File: config.mk
export PLATFORM = sky130hd
export DESIGN_NAME = mem_port_arbiter
export DESIGN_NICKNAME = d
export VERILOG_FILES = /design/src/rtl/mem_port_arbiter_pkg.sv /design/src/rtl/mem_port_arbiter_starve_cnt.sv /design/src/rtl/mem_port_arbiter.sv
export SDC_FILE = /design/constraint.sdc
export NUM_CORES = 1
export LEC_CHECK = 0
export BUFFER_PORTS_ARGS = -buffer_cell sky130_fd_sc_hd__buf_2
export CAP_MARGIN = 15
export CORE_MARGIN = 2
export CORE_UTILIZATION = 40
export CTS_BUF_LIST = sky130_fd_sc_hd__clkbuf_4
export CTS_CLUSTER_SIZE = 24
export DETAILED_ROUTE_END_ITERATION = 8
export PLACE_DENSITY = 0.78
export SYNTH_ARGS = -nofsm -noshare
export SYNTH_HDL_FRONTEND = slang
export SYNTH_SLANG_ARGS = --single-unit
File: constraint.sdc
create_clock -name clk_i -period 2.45 [get_ports clk_i]
set_input_delay 0.1225 -clock clk_i [delete_from_list [all_inputs] [get_ports clk_i]]
set_output_delay 0.1225 -clock clk_i [all_outputs]
set_load 0.02 [all_outputs]
File: src/rtl/mem_port_arbiter_pkg.sv
// Shared definitions for the IF/MEM memory port arbiter: FSM encoding and RV32I
// opcode constants that the pipeline control and the arbiter agree on.
package mem_port_arbiter_pkg;

  localparam logic [1:0] S_IDLE  = 2'd0;
  localparam logic [1:0] S_FETCH = 2'd1;
  localparam logic [1:0] S_DATA  = 2'd2;
  localparam logic [1:0] S_DONE  = 2'd3;

  typedef enum logic [1:0] {
    ST_IDLE  = S_IDLE,
    ST_FETCH = S_FETCH,
    ST_DATA  = S_DATA,
    ST_DONE  = S_DONE
  } state_t;

  localparam logic [6:0] OPC_LOAD  = 7'b0000011;
  localparam logic [6:0] OPC_STORE = 7'b0100011;

endpackage

File: src/rtl/mem_port_arbiter_starve_cnt.sv
// Saturating count of consecutive data grants taken while a fetch was waiting.
module starve_cnt
  import mem_port_arbiter_pkg::*;
#(
  parameter int MAX = 4,
  localparam int W = $clog2(MAX + 1)
) (
  input  logic         clk,
  input  logic         rst_n,
  input  logic         inc,
  input  logic         clr,
  output logic [W-1:0] count
);

  localparam logic [W-1:0] MAX_C = W'(MAX);

  // Streak register: clear wins over increment, increment stops at MAX
  always_ff @(posedge clk or negedge rst_n) begin
    if (!rst_n) begin
      count <= {W{1'b0}};
    end else if (clr) begin
      count <= {W{1'b0}};
    end else if (inc && (count != MAX_C)) begin
      count <= count + W'(1);
    end else begin
      count <= count;
    end
  end

endmodule

File: src/rtl/mem_port_arbiter.sv
// Serialises IF-stage fetches and MEM-stage loads/stores onto one req/ack memory
// port; data has priority, a streak counter forces a fetch after MAX_D_STREAK data grants.
module mem_port_arbiter
  import mem_port_arbiter_pkg::*;
#(
  parameter int AW           = 32,
  parameter int DW           = 32,
  parameter int MAX_D_STREAK = 4
) (
  input  logic            clk_i,
  input  logic            rst_n_i,
  input  logic            if_req_i,
  input  logic [AW-1:0]   if_addr_i,
  output logic [DW-1:0]   if_rdata_o,
  output logic            if_ack_o,
  input  logic            mem_read_i,
  input  logic            mem_write_i,
  input  logic [AW-1:0]   d_addr_i,
  input  logic [DW-1:0]   d_wdata_i,
  input  logic [DW/8-1:0] d_be_i,
  output logic [DW-1:0]   d_rdata_o,
  output logic            d_ack_o,
  output logic            stall_if_o,
  output logic            stall_mem_o,
  output logic            bus_req_o,
  output logic            bus_we_o,
  output logic [AW-1:0]   bus_addr_o,
  output logic [DW-1:0]   bus_wdata_o,
  output logic [DW/8-1:0] bus_be_o,
  input  logic [DW-1:0]   bus_rdata_i,
  input  logic            bus_ack_i
);

  localparam int BW = DW / 8;
  localparam int CW = $clog2(MAX_D_STREAK + 1);

  state_t        state_r;
  state_t        state_next_s;
  logic          d_pend_s;
  logic          grant_d_s;
  logic          grant_f_s;
  logic          cnt_inc_s;
  logic          cnt_clr_s;
  logic          streak_full_s;
  logic          xfer_done_s;
  logic [CW-1:0] streak_s;

  assign d_pend_s      = mem_read_i | mem_write_i;
  assign streak_full_s = (streak_s == CW'(MAX_D_STREAK));
  assign xfer_done_s   = ((state_r == ST_FETCH) || (state_r == ST_DATA)) && bus_ack_i;

  starve_cnt #(.MAX(MAX_D_STREAK)) u_starve_cnt (
    .clk   (clk_i),
    .rst_n (rst_n_i),
    .inc   (cnt_inc_s),
    .clr   (cnt_clr_s),
    .count (streak_s)
  );

  // FSM state register
  always_ff @(posedge clk_i or negedge rst_n_i) begin
    if (!rst_n_i) begin
      state_r <= ST_IDLE;
    end else begin
      state_r <= state_next_s;
    end
  end

  // Next-state logic; bus_ack_i only matters while a transfer is outstanding
  always_comb begin
    state_next_s = state_r;
    case (state_r)
      ST_IDLE: begin
        if (grant_d_s) begin
          state_next_s = ST_DATA;
        end else if (grant_f_s) begin
          state_next_s = ST_FETCH;
        end else begin
          state_next_s = ST_IDLE;
        end
      end
      ST_FETCH, ST_DATA: begin
        if (bus_ack_i) begin
          state_next_s = ST_DONE;
        end else begin
          state_next_s = state_r;
        end
      end
      ST_DONE: state_next_s = ST_IDLE;
      default: state_next_s = ST_IDLE;
    endcase
  end

  // Grant decode, streak control and pipeline stalls
  always_comb begin
    grant_d_s = 1'b0;
    grant_f_s = 1'b0;
    if (state_r == ST_IDLE) begin
      if (d_pend_s && !(if_req_i && streak_full_s)) begin
        grant_d_s = 1'b1;
      end else if (if_req_i) begin
        grant_f_s = 1'b1;
      end else begin
        grant_d_s = 1'b0;
        grant_f_s = 1'b0;
      end
    end else begin
      grant_d_s = 1'b0;
      grant_f_s = 1'b0;
    end
    cnt_inc_s   = grant_d_s & if_req_i;
    cnt_clr_s   = grant_f_s | (grant_d_s & ~if_req_i);
    stall_if_o  = if_req_i & ~if_ack_o;
    stall_mem_o = d_pend_s & ~d_ack_o;
  end

  // Registered bus request, completion pulses and read-data capture
  always_ff @(posedge clk_i or negedge rst_n_i) begin
    if (!rst_n_i) begin
      bus_req_o   <= 1'b0;
      bus_we_o    <= 1'b0;
      bus_addr_o  <= {AW{1'b0}};
      bus_wdata_o <= {DW{1'b0}};
      bus_be_o    <= {BW{1'b0}};
      if_ack_o    <= 1'b0;
      d_ack_o     <= 1'b0;
      if_rdata_o  <= {DW{1'b0}};
      d_rdata_o   <= {DW{1'b0}};
    end else begin
      if_ack_o <= (state_r == ST_FETCH) && bus_ack_i;
      d_ack_o  <= (state_r == ST_DATA) && bus_ack_i;
      if (grant_d_s) begin
        // A simultaneous read+write request is issued as a store
        bus_req_o   <= 1'b1;
        bus_we_o    <= mem_write_i;
        bus_addr_o  <= d_addr_i;
        bus_wdata_o <= d_wdata_i;
        bus_be_o    <= d_be_i;
      end else if (grant_f_s) begin
        bus_req_o   <= 1'b1;
        bus_we_o    <= 1'b0;
        bus_addr_o  <= if_addr_i;
        bus_wdata_o <= {DW{1'b0}};
        bus_be_o    <= {BW{1'b1}};
      end else if (xfer_done_s) begin
        bus_req_o <= 1'b0;
      end else begin
        bus_req_o <= bus_req_o;
      end
      if ((state_r == ST_FETCH) && bus_ack_i) begin
        if_rdata_o <= bus_rdata_i;
      end else begin
        if_rdata_o <= if_rdata_o;
      end
      if ((state_r == ST_DATA) && bus_ack_i && !bus_we_o) begin
        d_rdata_o <= bus_rdata_i;
      end else begin
        d_rdata_o <= d_rdata_o;
      end
    end
  end

endmodule

==> metrics <==
DRC marker count from the first detailed-route iteration around 300; largest family of logic cells by synthesized area compound AO/OA/AOI/OAI gates; Reg2Reg Depth 7; Mapped Area 0.005727 mm^2; global-route wire length before repair about 27,000 um; CTS H-Tree Depth 4; Clock Sinks between 100 and 150; Synth async-reset ratio 100.0%; RR Endpoint bus_addr_o[14]; root buffer cell clkbuf_4; Max Slew Vio Count 0; Reg2Reg Launch Point u_starve_cnt.count[1]; count of buffers from port buffering 275; grt ovf 0; multiplexer area fraction after synthesis about an eighth; via count 5,426; via/cell ratio just over 5; skew final between 0.015 and 0.02 ns; Setup crit start u_starve_cnt.count[1]; GP Congestion approximately 0.76; Pwr Density 1269 mW/mm^2; Crit Path Max Fanout 32; Hold Vio Cnt, Final 0; wire per inst 17.22 um; VDD IR max 0.0007285 V; post-synthesis adder-cell area fraction under 10%; die area 0.01529 mm^2; #FFs+latches synth 141; post-synthesis cell type count 34; Synth top area share 61.61%; WP data required between 2 and 3 ns; clk slew on worst S/H paths 0.13 ns; Post-synth EDFFs 0; Post-Syn Nets 592; Seq/Total Area, Yosys 61.61%; Post-route DRC 0; final wirelength 18,060 um; met3 usage 7.051%; final worst-path cycle share roughly 94%; fmax 435.6 MHz; worst-margin pin slew 0.9488 ns; post-route setup slack around 0.15 ns; unrepaired setup endpoints after global routing false; Simple-Gate Fraction of Synth Area 6.926%; IO Pins 276; Tmin final 2.296 ns; Syn Inst Count 449; met2 GRT Util 38.91%; Commonest cells post-synth dfrtp_1 (141), mux2_1 (58), nor2_1 (36); share of layout cells above drive strength 1 a little under two fifths; critical path startpoint category flop; fin area between 0.008 and 0.009 mm^2; router iterations before antenna repair 7; Cell Count, Final, Fillers Out 1,049; crit path DAT 2.77 ns; die width 123.7 um; max_cap viols 0; vertical die dimension around 120 um; synthesis-to-finish area growth 55.36%; Starting Density 41.10%; Setup Crit Path Kind reg2reg; Hold Worst Slack between 0.1 and 0.15 ns; synth top area cells dfrtp_1 (62%), mux2_1 (11%), a22o_1 (5.0%); row count 43; area post-placement 0.007221 mm^2; Layout Nets 997; setup_tns 0 ns; status finished clean; GRT met1 Usage 26.94%; Static Leak 4.290 nW; initial antenna violation count 1; Post-Place Cells 878; Ys Warns 0; Num CTS Buffers 17; # setup viols final 0; CP endpoint kind flop; largest net degree at the start of global routing 67; Max Buffers Root-to-Sink 2; Post-Synth XOR/XNOR Area 0%; worst-skew pair later-pin latency about 0.53 ns; CTS tree done; vias in the first global route roughly 5,500; Syn Area/Cell 12.75 um^2; DP Wirelength 10,850 um; Compound-Gate Fraction of Synth Area around 14%; most common cell in the netlist dfrtp_1; core area between 0.01 and 0.015 mm^2; post-synth top area cell dfrtp_1; Place WS 0.6166 ns; grt peak-use layer met2; Hold Path Class in2async; GR Util All Layers between 20% and 30%; ys flop type dfrtp_1; DRT antenna net count 0; Layout fillers a little over 1,000; slew margin rel. a little over a third; register-to-register setup slack about 0.15 ns
-- cell type report --
| type | count | area, um^2 | area share [%] |
|---|---|---|---|
| flip-flops and latches | 141 | 3528 | 39.66 |
| repair buffers | 422 | 2854 | 32.08 |
| multi-input cells | 267 | 1976 | 22.20 |
| well taps | 180 | 225.2 | 2.531 |
| clock inverters | 15 | 162.7 | 1.828 |
| clock buffers | 17 | 127.6 | 1.434 |
| inverters | 5 | 18.77 | 0.2109 |
| diodes | 2 | 5.005 | 0.05625 |
-- metal layers --
layer	wire length (um)	vias to the layer above
met5	0	-
met4	536	0
met3	1707	41
met2	8993	305
met1	6828	2626
li1	-	2454
-- cell usage in the layout (no fill, tap or decap), drive strengths merged --
cell	Yosys	routed
a21o	1	1
and3	2	2
a31o	1	1
bufinv	0	2
o22ai	2	2
nor2b	1	1
dfrtp	141	141
mux2	64	64
a31oi	33	33
o22a	4	4
diode	0	2
nor3	1	1
a21oi	1	1
buf	20	285
nand2b	3	3
nor2	36	36
and2	1	1
dlygate4sd3	0	137
clkinv	0	5
clkbuf	16	17
clkinvlp	0	4
o2bb2ai	1	1
inv	5	9
nand2	7	7
a22o	33	33
or2	1	1
ha	5	5
o21ai	33	33
a32o	1	1
o221a	1	1
nand3	34	34
o31a	1	1
-- critical path: stages (launching register included) --
cell and delay [ns]:
dfrtp_1 0.42, inv_1 0.09, ha_1 0.22, and3_1 0.16, buf_4 0.28, o21ai_0 0.20
a31oi_1 0.26, dlygate4sd3_1 0.59
-- worst max path at each step --
stage	slack, ns	end	cells after the start
3_5_place_dp	0.62	bus_addr_o[18]	6
6_report	0.15	bus_addr_o[14]	7
3_3_place_gp	0.70	bus_addr_o[24]	6
5_1_grt	0.08	bus_addr_o[14]	7
4_1_cts	0.09	bus_addr_o[29]	7
2_1_floorplan	0.87	d_rdata_o[0]	7
-- stage by stage --
stage	utilization, %	power [mW]
floorplan	-	7.331
global placement	51.82	8.871
detailed placement	51.82	9.044
CTS	63.74	11.21
global route	63.83	12.00
finish	63.85	11.29
-- what timing repair did --
action | 4_1_cts | 5_1_grt
resized for setup | 0 | 2
hold endpoints to repair | 240 | 0
endpoints found under the setup margin | 0 | 27
hold buffers | 137 | 0
buffers inserted | 0 | 0
-- power by group --
group / switching [mW] / leakage (nW) / internal, mW
Combinational: 3.24 / 2.47 / 2.44
Clock: 0.899 / 0.145 / 0.619
Sequential: 0.626 / 1.68 / 3.47
-- cells by family (layout without fill, tap and decap cells) --
logic type / Yosys count / in the layout
DFF: 141 / 141
AOI/OAI and AO/OA: 112 / 112
and+or+nand+nor: 86 / 86
muxes: 64 / 64
buffers and inverters: 41 / 459
adders and majority gates: 5 / 5
other: 0 / 2
-- registers in the layout, indices dropped and copies added (netlist names) --
register / flops
bus_addr_o: 32
bus_be_o: 4
bus_req_o: 1
bus_wdata_o: 32
bus_we_o: 1
d_ack_o: 1
d_rdata_o: 32
if_ack_o: 1
if_rdata_o: 32
state_r: 2
u_starve_cnt.count: 3
(Power assumes the default switching activity.)
